==> src/rtl/circle_sequencer_if.sv <==
// Signal bundle between circle_sequencer and its surroundings: control, the two
// engine handshakes and pixel buses, and the merged VGA adapter bus.
interface circle_sequencer_if;
  logic       start;
  logic       mode;
  logic       stop;
  logic [2:0] colour_base;
  logic       busy;
  logic       done;
  logic       pass_done;

  logic       fs_start;
  logic [2:0] fs_colour;
  logic       fs_done;
  logic [7:0] fs_vga_x;
  logic [6:0] fs_vga_y;
  logic [2:0] fs_vga_colour;
  logic       fs_vga_plot;

  logic       circ_start;
  logic       circ_done;
  logic [7:0] circ_centre_x;
  logic [6:0] circ_centre_y;
  logic [7:0] circ_radius;
  logic [2:0] circ_colour;
  logic [7:0] circ_vga_x;
  logic [6:0] circ_vga_y;
  logic [2:0] circ_vga_colour;
  logic       circ_vga_plot;

  logic [7:0] vga_x;
  logic [6:0] vga_y;
  logic [2:0] vga_colour;
  logic       vga_plot;
  logic [3:0] circ_idx;

  // Sequencer side.
  modport master (
    input  start, mode, stop, colour_base,
    input  fs_done, fs_vga_x, fs_vga_y, fs_vga_colour, fs_vga_plot,
    input  circ_done, circ_vga_x, circ_vga_y, circ_vga_colour, circ_vga_plot,
    output busy, done, pass_done,
    output fs_start, fs_colour,
    output circ_start, circ_centre_x, circ_centre_y, circ_radius, circ_colour,
    output vga_x, vga_y, vga_colour, vga_plot, circ_idx
  );

  // Engine / adapter / controller side.
  modport slave (
    output start, mode, stop, colour_base,
    output fs_done, fs_vga_x, fs_vga_y, fs_vga_colour, fs_vga_plot,
    output circ_done, circ_vga_x, circ_vga_y, circ_vga_colour, circ_vga_plot,
    input  busy, done, pass_done,
    input  fs_start, fs_colour,
    input  circ_start, circ_centre_x, circ_centre_y, circ_radius, circ_colour,
    input  vga_x, vga_y, vga_colour, vga_plot, circ_idx
  );
endinterface

==> src/rtl/circle_sequencer.sv <==
// Draw sequencer: optional screen clear, then NUM_CIRCLES concentric circles with
// stepped radius and cycling colour; single-pass or continuous animation.
module circle_sequencer #(
  parameter int         NUM_CIRCLES = 4,
  parameter logic [7:0] CENTRE_X    = 8'd80,
  parameter logic [6:0] CENTRE_Y    = 7'd60,
  parameter int         RADIUS_BASE = 10,
  parameter int         RADIUS_STEP = 10,
  parameter logic [2:0] BG_COLOUR   = 3'b000,
  parameter int         CLEAR_EN    = 1
) (
  input logic                clk,
  input logic                rst,
  circle_sequencer_if.master bus
);

  localparam logic [2:0] S_IDLE       = 3'd0;
  localparam logic [2:0] S_CLEAR      = 3'd1;
  localparam logic [2:0] S_WAIT_CLEAR = 3'd2;
  localparam logic [2:0] S_DRAW       = 3'd3;
  localparam logic [2:0] S_WAIT_DRAW  = 3'd4;
  localparam logic [2:0] S_DONE       = 3'd5;

  localparam logic [2:0] S_FIRST  = (CLEAR_EN != 0) ? S_CLEAR : S_DRAW;
  localparam logic [3:0] LAST_IDX = 4'(NUM_CIRCLES - 1);
  localparam logic [7:0] RADIUS0  = (RADIUS_BASE > 255) ? 8'hFF : 8'(RADIUS_BASE);

  logic [2:0]  state_q, state_d;
  logic [3:0]  idx_q, idx_d;
  logic [2:0]  cbase_q, cbase_d;
  logic        mode_q, mode_d;
  logic        pass_done_q, pass_done_d;
  logic [7:0]  radius_q, radius_d;
  logic [2:0]  colour_q, colour_d;
  logic [15:0] radius_full;
  logic        last_circle;

  assign last_circle = (idx_q == LAST_IDX);

  always_comb begin
    state_d     = state_q;
    idx_d       = idx_q;
    cbase_d     = cbase_q;
    mode_d      = mode_q;
    pass_done_d = 1'b0;
    case (state_q)
      S_IDLE, S_DONE: begin
        if (bus.start) begin
          state_d = S_FIRST;
          idx_d   = 4'd0;
          cbase_d = bus.colour_base;
          mode_d  = bus.mode;
        end
      end
      S_CLEAR:      state_d = S_WAIT_CLEAR;
      S_WAIT_CLEAR: if (bus.fs_done) state_d = S_DRAW;
      S_DRAW:       state_d = S_WAIT_DRAW;
      S_WAIT_DRAW: begin
        if (bus.circ_done) begin
          if (!last_circle) begin
            idx_d   = idx_q + 4'd1;
            state_d = S_DRAW;
          end else begin
            pass_done_d = 1'b1;
            // stop only matters at a pass boundary, and only when animating
            if (mode_q && !bus.stop) begin
              idx_d   = 4'd0;
              cbase_d = cbase_q + 3'd1;
              state_d = S_FIRST;
            end else begin
              state_d = S_DONE;
            end
          end
        end
      end
      default: state_d = S_IDLE;
    endcase
  end

  // Radius/colour follow the next index so they are already valid in the DRAW cycle.
  assign radius_full = 16'(RADIUS_BASE) + 16'(idx_d) * 16'(RADIUS_STEP);
  assign radius_d    = (radius_full > 16'd255) ? 8'hFF : radius_full[7:0];
  assign colour_d    = cbase_d + idx_d[2:0];

  always_ff @(posedge clk) begin
    if (rst) begin
      state_q     <= S_IDLE;
      idx_q       <= 4'd0;
      cbase_q     <= 3'd0;
      mode_q      <= 1'b0;
      pass_done_q <= 1'b0;
      radius_q    <= RADIUS0;
      colour_q    <= 3'd0;
    end else begin
      state_q     <= state_d;
      idx_q       <= idx_d;
      cbase_q     <= cbase_d;
      mode_q      <= mode_d;
      pass_done_q <= pass_done_d;
      radius_q    <= radius_d;
      colour_q    <= colour_d;
    end
  end

  assign bus.busy          = (state_q != S_IDLE) && (state_q != S_DONE);
  assign bus.done          = (state_q == S_DONE);
  assign bus.pass_done     = pass_done_q;
  assign bus.fs_start      = (state_q == S_CLEAR);
  assign bus.fs_colour     = BG_COLOUR;
  assign bus.circ_start    = (state_q == S_DRAW);
  assign bus.circ_centre_x = CENTRE_X;
  assign bus.circ_centre_y = CENTRE_Y;
  assign bus.circ_radius   = radius_q;
  assign bus.circ_colour   = colour_q;
  assign bus.circ_idx      = idx_q;

  always_comb begin
    bus.vga_x      = 8'd0;
    bus.vga_y      = 7'd0;
    bus.vga_colour = 3'd0;
    bus.vga_plot   = 1'b0;
    case (state_q)
      S_CLEAR, S_WAIT_CLEAR: begin
        bus.vga_x      = bus.fs_vga_x;
        bus.vga_y      = bus.fs_vga_y;
        bus.vga_colour = bus.fs_vga_colour;
        bus.vga_plot   = bus.fs_vga_plot;
      end
      S_DRAW, S_WAIT_DRAW: begin
        bus.vga_x      = bus.circ_vga_x;
        bus.vga_y      = bus.circ_vga_y;
        bus.vga_colour = bus.circ_vga_colour;
        bus.vga_plot   = bus.circ_vga_plot;
      end
      default: ;
    endcase
  end

endmodule

==> src/flat_wrapper.sv <==
// flat-port wrapper written by rule: the top's interface ports become plain ports
module circle_sequencer_flat 
#(
  parameter int         NUM_CIRCLES = 4,
  parameter logic [7:0] CENTRE_X    = 8'd80,
  parameter logic [6:0] CENTRE_Y    = 7'd60,
  parameter int         RADIUS_BASE = 10,
  parameter int         RADIUS_STEP = 10,
  parameter logic [2:0] BG_COLOUR   = 3'b000,
  parameter int         CLEAR_EN    = 1
)
  (clk, rst, bus_start, bus_mode, bus_stop, bus_colour_base, bus_fs_done, bus_fs_vga_x, bus_fs_vga_y, bus_fs_vga_colour, bus_fs_vga_plot, bus_circ_done, bus_circ_vga_x, bus_circ_vga_y, bus_circ_vga_colour, bus_circ_vga_plot, bus_busy, bus_done, bus_pass_done, bus_fs_start, bus_fs_colour, bus_circ_start, bus_circ_centre_x, bus_circ_centre_y, bus_circ_radius, bus_circ_colour, bus_vga_x, bus_vga_y, bus_vga_colour, bus_vga_plot, bus_circ_idx);
  circle_sequencer_if bus_i ();
  input logic clk;
  input logic rst;
  input wire logic [$bits(bus_i.start)-1:0] bus_start;
  input wire logic [$bits(bus_i.mode)-1:0] bus_mode;
  input wire logic [$bits(bus_i.stop)-1:0] bus_stop;
  input wire logic [$bits(bus_i.colour_base)-1:0] bus_colour_base;
  input wire logic [$bits(bus_i.fs_done)-1:0] bus_fs_done;
  input wire logic [$bits(bus_i.fs_vga_x)-1:0] bus_fs_vga_x;
  input wire logic [$bits(bus_i.fs_vga_y)-1:0] bus_fs_vga_y;
  input wire logic [$bits(bus_i.fs_vga_colour)-1:0] bus_fs_vga_colour;
  input wire logic [$bits(bus_i.fs_vga_plot)-1:0] bus_fs_vga_plot;
  input wire logic [$bits(bus_i.circ_done)-1:0] bus_circ_done;
  input wire logic [$bits(bus_i.circ_vga_x)-1:0] bus_circ_vga_x;
  input wire logic [$bits(bus_i.circ_vga_y)-1:0] bus_circ_vga_y;
  input wire logic [$bits(bus_i.circ_vga_colour)-1:0] bus_circ_vga_colour;
  input wire logic [$bits(bus_i.circ_vga_plot)-1:0] bus_circ_vga_plot;
  output wire logic [$bits(bus_i.busy)-1:0] bus_busy;
  output wire logic [$bits(bus_i.done)-1:0] bus_done;
  output wire logic [$bits(bus_i.pass_done)-1:0] bus_pass_done;
  output wire logic [$bits(bus_i.fs_start)-1:0] bus_fs_start;
  output wire logic [$bits(bus_i.fs_colour)-1:0] bus_fs_colour;
  output wire logic [$bits(bus_i.circ_start)-1:0] bus_circ_start;
  output wire logic [$bits(bus_i.circ_centre_x)-1:0] bus_circ_centre_x;
  output wire logic [$bits(bus_i.circ_centre_y)-1:0] bus_circ_centre_y;
  output wire logic [$bits(bus_i.circ_radius)-1:0] bus_circ_radius;
  output wire logic [$bits(bus_i.circ_colour)-1:0] bus_circ_colour;
  output wire logic [$bits(bus_i.vga_x)-1:0] bus_vga_x;
  output wire logic [$bits(bus_i.vga_y)-1:0] bus_vga_y;
  output wire logic [$bits(bus_i.vga_colour)-1:0] bus_vga_colour;
  output wire logic [$bits(bus_i.vga_plot)-1:0] bus_vga_plot;
  output wire logic [$bits(bus_i.circ_idx)-1:0] bus_circ_idx;
  assign bus_i.start = bus_start;
  assign bus_i.mode = bus_mode;
  assign bus_i.stop = bus_stop;
  assign bus_i.colour_base = bus_colour_base;
  assign bus_i.fs_done = bus_fs_done;
  assign bus_i.fs_vga_x = bus_fs_vga_x;
  assign bus_i.fs_vga_y = bus_fs_vga_y;
  assign bus_i.fs_vga_colour = bus_fs_vga_colour;
  assign bus_i.fs_vga_plot = bus_fs_vga_plot;
  assign bus_i.circ_done = bus_circ_done;
  assign bus_i.circ_vga_x = bus_circ_vga_x;
  assign bus_i.circ_vga_y = bus_circ_vga_y;
  assign bus_i.circ_vga_colour = bus_circ_vga_colour;
  assign bus_i.circ_vga_plot = bus_circ_vga_plot;
  assign bus_busy = bus_i.busy;
  assign bus_done = bus_i.done;
  assign bus_pass_done = bus_i.pass_done;
  assign bus_fs_start = bus_i.fs_start;
  assign bus_fs_colour = bus_i.fs_colour;
  assign bus_circ_start = bus_i.circ_start;
  assign bus_circ_centre_x = bus_i.circ_centre_x;
  assign bus_circ_centre_y = bus_i.circ_centre_y;
  assign bus_circ_radius = bus_i.circ_radius;
  assign bus_circ_colour = bus_i.circ_colour;
  assign bus_vga_x = bus_i.vga_x;
  assign bus_vga_y = bus_i.vga_y;
  assign bus_vga_colour = bus_i.vga_colour;
  assign bus_vga_plot = bus_i.vga_plot;
  assign bus_circ_idx = bus_i.circ_idx;
  circle_sequencer #(.NUM_CIRCLES(NUM_CIRCLES), .CENTRE_X(CENTRE_X), .CENTRE_Y(CENTRE_Y), .RADIUS_BASE(RADIUS_BASE), .RADIUS_STEP(RADIUS_STEP), .BG_COLOUR(BG_COLOUR), .CLEAR_EN(CLEAR_EN)) u_core (.clk(clk), .rst(rst), .bus(bus_i));
endmodule
==> config.mk <==
export PLATFORM = sky130hd
export DESIGN_NAME = circle_sequencer_flat
export DESIGN_NICKNAME = d
export VERILOG_FILES = /design/src/rtl/circle_sequencer_if.sv /design/src/rtl/circle_sequencer.sv /design/src/flat_wrapper.sv
export SDC_FILE = /design/constraint.sdc
export NUM_CORES = 1
export LEC_CHECK = 0
export ABC_AREA = 1
export CORE_UTILIZATION = 40
export CTS_CLUSTER_DIAMETER = 200
export DETAILED_ROUTE_END_ITERATION = 8
export PLACE_DENSITY = 0.83
export SLEW_MARGIN = 20
export SYNTH_ARGS = -nofsm -noshare
export SYNTH_HDL_FRONTEND = slang
export SYNTH_SLANG_ARGS = --single-unit
==> constraint.sdc <==
create_clock -name clk -period 4.3 [get_ports clk]
set_input_delay 0.43 -clock clk [delete_from_list [all_inputs] [get_ports clk]]
set_output_delay 0.43 -clock clk [all_outputs]
set_load 0.01 [all_outputs]
==> results of run 1 <==
==> metrics by stage <==
step / power (W) / worst slack [ps]
5_1_grt: 0.00125 / 1070
3_3_place_gp: 0.00103 / 1090
4_1_cts: 0.00117 / 1260
3_5_place_dp: 0.00104 / 985
2_1_floorplan: 0.000698 / 1630
6_report: 0.00117 / 1240
==> cell families (layout without fill, tap and decap cells) <==
group / after synthesis / count (layout) / share of synthesized area, %
AND/OR/NAND/NOR: 102 / 102 / 28.4
AO/OA/AOI/OAI: 43 / 43 / 19.0
flip-flops: 23 / 23 / 26.8
buffers and inverters: 54 / 122 / 16.3
other: 2 / 18 / 0.437
adder cells (fa/ha/maj): 10 / 10 / 8.16
XOR/XNOR: 1 / 1 / 0.948
==> path summary, 6_finish.rpt <==
path                          startpoint                        end
setup / recovery           bus_circ_done  u_core.bus.circ_radius[7]
hold / removal             u_core.mode_q              u_core.mode_q
hold reg to reg            u_core.mode_q              u_core.mode_q
setup reg to reg  u_core.bus.circ_idx[0]  u_core.bus.circ_radius[7]
==> cells in the final DEF (no fill, tap or decap), types with 3 or more instances in the layout <==
cell | Yosys | final
nand2_2 | 6 | 6
nor3_1 | 4 | 4
nand3_1 | 15 | 15
ha_1 | 8 | 8
dfxtp_1 | 23 | 23
a22o_1 | 19 | 19
clkdlybuf4s50_1 | 0 | 86
nand2_1 | 41 | 41
clkbuf_8 | 0 | 3
inv_2 | 3 | 3
a21oi_1 | 6 | 6
nor2_4 | 3 | 3
inv_1 | 26 | 26
o21ai_0 | 9 | 8
conb_1 | 2 | 18
nor2_1 | 25 | 25
==> power groups by stage <==
stage	clock, W	sequential (W)	combinational [W]
global placement	0	0.000280	0.000749
finish	0.000134	0.000276	0.000758
detailed placement	0	0.000281	0.000760
CTS	0.000138	0.000276	0.000761
global route	0.000144	0.000281	0.000822
floorplan	0	0.000284	0.000413
==> flip-flops by register name (all words and copies together), names as in the netlist <==
signal,flops
u_core.mode_q,1
u_core.bus.pass_done,1
u_core.cbase_q,3
u_core.bus.circ_idx,4
u_core.bus.circ_colour,3
u_core.bus.circ_radius,8
u_core.state_q,3
==> routing by layer <==
| layer | global-route usage (%) | routed length, microns | vias up |
|---|---|---|---|
| li1 | - | - | 905 |
| met1 | 21.8 | 1800 | 779 |
| met2 | 37.1 | 2270 | 81 |
| met3 | 5.74 | 510 | 10 |
| met4 | 7.71 | 87 | 0 |
| met5 | 0 | 0 | - |
==> worst reg2reg max path: cells and delay by family, from the launching register on <==
family                   cells  cell delay, ps
adder cells (fa/ha/maj)      4            1260
buffers and inverters        2             200
flip-flops                   1             430
AND/OR/NAND/NOR              9            1030
==> layout make-up <==
type                       instances  area [sq um]
fill                             371          1460
tap                               50          62.6
inverter                          31           119
multi-input combinational        174          1040
sequential                        23           460
timing repair buffer              87           868
clock buffer                       3          41.3
clock inverter                     1          5.00
==> flow_summary_export.csv, run 1 <==
group,metric,value,unit
layout,num-nets-final,378,
logic_synthesis,synth_top_area_share,26.8,%
power_and_ir_drop,powerDensity,450,nW/um^2
route,wl,4670,microns
worst_setup_path,crit_chain,"clkdlybuf4s50_1 -> nand2_1 -> nor2_1 -> nand2_1 -> nand3_1 -> nand2_4 -> ha_1 -> ha_1 -> inv_1 -> fa_1 -> nor3_1 -> nand3_1 -> nand2_1 -> nand3_1 -> nand2_1",
power_and_ir_drop,p_int,0.000701,W
placed_design,routabilityCongestion,0.878,
clock_tree,ctsResizeCount,0,
logic_synthesis,synth_edf_count,0,
worst_setup_path,max_stage_delay,670,ps
logic_synthesis,synth.yosys.seq_area_share,26.8,%
power_and_ir_drop,peakVddDrop,249,uV
placed_design,dp_hpwl,3820,microns
sta,final_max_slew_viol_count,0,
layout,finalNonFillerCells,369,
route,wl_per_cell,12.7,microns
clock_tree,cts_setup_buffers,0,
clock_tree,htreeDepth,1,
power_and_ir_drop,pwr-share-comb,64.9,%
worst_setup_path,crit_type,"in -> reg",
sta,hold_ws,497,ps
power_and_ir_drop,p_leak,1.15,nW
logic_synthesis,ys_top_cells_by_area,"dfxtp_1 (27%), a22o_1 (9.7%), nand2_1 (9.0%)",
logic_synthesis,synthArstFlopShare,0,%
global_routing,grt_pass1_vias,1656,
placed_design,placed_cells,365,
worst_setup_path,worst_ep_arrival_time,3270,ps
route,postRouteAntennaNets,0,
die,die_h,67.5,microns
placed_design,port_buffers,86,
sta,finalHoldViolCount,0,
worst_setup_path,crit_path_frequent_cell,"nand2_1",
global_routing,grt_overflow_total,0,
layout,final_core_util,63.9,%
status,outcome,"finished clean",
clock_tree,clock-sinks,23,
route,drt_iter0_markers,48,
route,viasPerCell,4.81,
worst_setup_path,ff2ff_path_depth,15,
worst_hold_path,min_path_type,"reg -> reg",
layout,design_area,2590,sq um
sta,fin_tns_setup,0,ps
global_routing,grt_max_degree,20,
die,num_io_pins,105,
sta,final-setup-viol-count,0,
die,initial_utilization,42.3,%
worst_setup_path,crit_required,4510,ps
logic_synthesis,syn_inst,235,
placed_design,place_area,2550,sq um
logic_synthesis,syn_avg_cell_area,7.30,sq um
global_routing,grt_usage,20.3,%
worst_setup_path,cp_max_fo,10,
clock_tree,cts.path.max_buffers,2,
clock_tree,cts_buffers,3,
die,core-area,4060,sq um
sta,finClkSkew,4.97,ps
route,route.detailed.drc,0,
logic_synthesis,syn_area,1720,sq um
logic_synthesis,ys_types,34,
worst_setup_path,critPathTopFamily,"simple AND/OR/NAND/NOR gates",
sta,max_freq,327,MHz
sta,post-route-min-period,3060,ps
logic_synthesis,yosysMostFrequentCell,"nand2_1",
worst_setup_path,path_depth,15,
worst_setup_path,path_buf_inv,2,
worst_setup_path,worst-r2r-setup-slack,1340,ps
layout,drive_above_1_share,9.09,%
global_routing,antenna_found_initial,0,
clock_tree,clock_latency,270,ps
sta,tightest_slew,546,ps
worst_hold_path,whs_path_depth,2,
sta,rsz0062_at_grt,"no",
sta,finalCritPeriodShare,71.2,%
sta,max-slew-margin-rel,63.5,%
layout,area_growth_syn_to_layout,51.1,%
worst_setup_path,crit_path_end_kind,"flop",
die,fp.dieW,67.5,microns
logic_synthesis,ys_ff_latch,23,
logic_synthesis,yosys-top-cells-count,"nand2_1 (41), inv_1 (26), nor2_1 (25)",
logic_synthesis,synth_warnings,0,
logic_synthesis,synth_ff_type,"dfxtp_1",
logic_synthesis,yosysTopAreaCell,"dfxtp_1",
route,firstDrtPassIters,4,
power_and_ir_drop,switchingPower,0.000467,W
clock_tree,hold_buffers,0,
worst_setup_path,start_kind,"primary input",
power_and_ir_drop,p_clk_share,11.5,%
die,rows,23,
worst_setup_path,critPathSlowestCell,"clkdlybuf4s50_1",
route,vias,1775,
clock_tree,root_buffer,"clkbuf_8",
clock_tree,cts_tree,"yes",
layout,n_antenna_cell,0,
clock_tree,clkTransAtPathRegs,80,ps
flow_run,cap_violations,0,
power_and_ir_drop,seq_power_share,23.6,%
global_routing,grt_pass1_wl,7070,microns
power_and_ir_drop,sw_frac_of_total,40.0,%
die,dieArea,4560,sq um
(Power assumes the default switching activity.)
==> inputs of run 2 (changes only) <==
--- a/config.mk
+++ b/config.mk
@@ -6,10 +6,10 @@
 export NUM_CORES = 1
 export LEC_CHECK = 0
 export ABC_AREA = 1
-export CORE_UTILIZATION = 40
+export CORE_UTILIZATION = 34
 export CTS_CLUSTER_DIAMETER = 200
 export DETAILED_ROUTE_END_ITERATION = 8
-export PLACE_DENSITY = 0.83
+export PLACE_DENSITY = 0.75
 export SLEW_MARGIN = 20
 export SYNTH_ARGS = -nofsm -noshare
 export SYNTH_HDL_FRONTEND = slang
==> constraint.sdc (replaced) <==
create_clock -name clk -period 2.7 [get_ports clk]
set_input_delay 0.27 -clock clk [delete_from_list [all_inputs] [get_ports clk]]
set_output_delay 0.27 -clock clk [all_outputs]
set_load 0.01 [all_outputs]
==> flow_summary_export.csv, run 2 (synthesized netlist as in run 1, its figures left out) <==
group,metric,value,unit
die,dieArea,5340,sq um
worst_setup_path,reg2reg_from,"u_core.state_q[1]",
route,drt_iter0_markers,69,
worst_setup_path,r2r_end,"u_core.bus.circ_radius[5]",
global_routing,antenna_found_initial,0,
worst_setup_path,worst_ep_arrival_time,2250,ps
die,initial_utilization,35.9,%
worst_setup_path,start_kind,"flop",
global_routing,grt_max_degree,20,
power_and_ir_drop,pwr-share-comb,65.8,%
placed_design,port_buffers,86,
sta,finClkSkew,3.02,ps
sta,fin_tns_setup,0,ps
flow_run,cap_violations,0,
layout,layout_commonest_cell,"clkdlybuf4s50_1",
route,vias,1875,
status,outcome,"finished clean",
die,core-area,4790,sq um
sta,final_max_slew_viol_count,0,
clock_tree,clock_latency,270,ps
layout,drive_above_1_share,18.4,%
sta,post-route-min-period,2520,ps
power_and_ir_drop,seq_power_share,22.8,%
die,rows,25,
worst_setup_path,crit_path_end_kind,"output pin",
power_and_ir_drop,p_leak,1.25,nW
worst_hold_path,min_path_type,"in -> reg",
placed_design,dp_hpwl,3950,microns
worst_setup_path,critPathLaunch,"u_core.state_q[1]",
sta,final-setup-viol-count,0,
route,wl_per_cell,12.4,microns
route,route.detailed.drc,0,
global_routing,grt_pass1_wl,7510,microns
clock_tree,root_buffer,"clkbuf_8",
clock_tree,clock-sinks,23,
global_routing,grt_overflow_total,0,
worst_setup_path,ff2ff_path_depth,14,
sta,finalHoldViolCount,0,
power_and_ir_drop,p_clk_share,11.4,%
sta,rsz0062_at_grt,"no",
clock_tree,htreeDepth,1,
clock_tree,cts.path.max_buffers,2,
route,wl,4990,microns
layout,num-nets-final,396,
worst_hold_path,hp-start,"bus_circ_done",
layout,final_core_util,59.6,%
worst_setup_path,worst-r2r-setup-slack,200,ps
die,fp.dieW,73.1,microns
worst_setup_path,crit_type,"reg -> out",
layout,largest_reg_flops,8,
clock_tree,hold_buffers,0,
sta,finalCritPeriodShare,93.3,%
clock_tree,cts_buffers,3,
clock_tree,cts_tree,"yes",
worst_setup_path,cp-endpoint,"bus_vga_y[3]",
worst_setup_path,crit_required,2430,ps
global_routing,grt_usage,18.1,%
clock_tree,clkTransAtPathRegs,80,ps
power_and_ir_drop,powerDensity,691,nW/um^2
layout,area_growth_syn_to_layout,66.0,%
layout,n_antenna_cell,0,
die,die_h,73.1,microns
route,postRouteAntennaNets,0,
route,viasPerCell,4.64,
power_and_ir_drop,p_int,0.00119,W
power_and_ir_drop,switchingPower,0.000776,W
worst_setup_path,cp_max_fo,19,
placed_design,routabilityCongestion,0.825,
power_and_ir_drop,sw_frac_of_total,39.4,%
global_routing,grt_pass1_vias,1626,
power_and_ir_drop,peakVddDrop,302,uV
sta,max_freq,397,MHz
die,num_io_pins,105,
layout,final_cell_mix,"clkdlybuf4s50_1 (85), nand2_1 (41), nor2_1 (24)",
route,firstDrtPassIters,4,
-- run 2: cell count changes in the layout (fill, tap and decap cells not counted), moves of 2 or more --
cell,before,now
dfxtp_2,0,3
nand3_2,1,3
buf_4,1,17
inv_2,3,6
nand3_1,15,13
ha_4,0,3
ha_1,8,4
buf_12,0,2
inv_1,26,23
dfxtp_1,23,19
-- run 2: final cells by class --
class / instances / area, sq um
clock inverters: 1 / 5.00
repair buffers: 105 / 1030
flip-flops and latches: 23 / 468
fillers: 428 / 1940
well taps: 67 / 83.8
multi-input cells: 174 / 1100
inverters: 31 / 119
clock buffers: 3 / 41.3
-- run 2: worst max-delay path, cell delays in order (launching register included) --
cell,delay (ps)
dfxtp_4,370
inv_2,60
nand2_2,70
nor2_4,190
inv_4,50
buf_4,160
nand2_2,300
a22o_1,190
clkdlybuf4s50_1,580
-- run 2: how the worst min path moves through the flow --
stage                        endpoint  slack (ps)  cells past startpoint
5_1_grt          u_core.bus.pass_done         500                      4
2_1_floorplan  u_core.bus.circ_idx[0]         350                      1
6_report         u_core.bus.pass_done         480                      4
3_5_place_dp            u_core.mode_q         480                      2
4_1_cts                 u_core.mode_q         500                      2
3_3_place_gp            u_core.mode_q         470                      2
-- run 2: routing by layer --
| layer | vias up | GRT usage [%] | wire, microns |
|---|---|---|---|
| li1 | 936 | - | - |
| met1 | 855 | 21.1 | 2050 |
| met3 | 7 | 4.56 | 437 |
| met4 | 0 | 5.45 | 64 |
| met5 | - | 0 | 0 |
| met2 | 77 | 32.2 | 2440 |
-- run 2: timing repair --
| item | CTS | global route |
|---|---|---|
| setup endpoints to repair | 1 | 8 |
| buffers inserted | 0 | 2 |
| cloned | 0 | 0 |
| pin swaps | 0 | 7 |
| resized for setup | 1 | 19 |
-- run 2: through the flow --
stage / cell area, sq um / hold slack (ps) / power (W) / worst slack (ps) / cells
after floorplan: 1780 / 351 / 0.00111 / 32.9 / 251
after detailed placement: 2690 / 482 / 0.00168 / -230 / 398
after global routing: 2850 / 498 / 0.00211 / 14.7 / 404
after CTS: 2740 / 503 / 0.00191 / 60.3 / 402
after global placement: 2690 / 466 / 0.00167 / -173 / 398
final: 2850 / 479 / 0.00197 / 180 / 404
-- run 2: power by group through the flow --
stage                     clock network, W  registers (W)  logic (W)
final                             0.000224       0.000450    0.00130
after global routing              0.000246       0.000458    0.00141
after global placement                   0       0.000445    0.00123
after CTS                         0.000233       0.000439    0.00124
after floorplan                          0       0.000453   0.000659
after detailed placement                 0       0.000447    0.00124
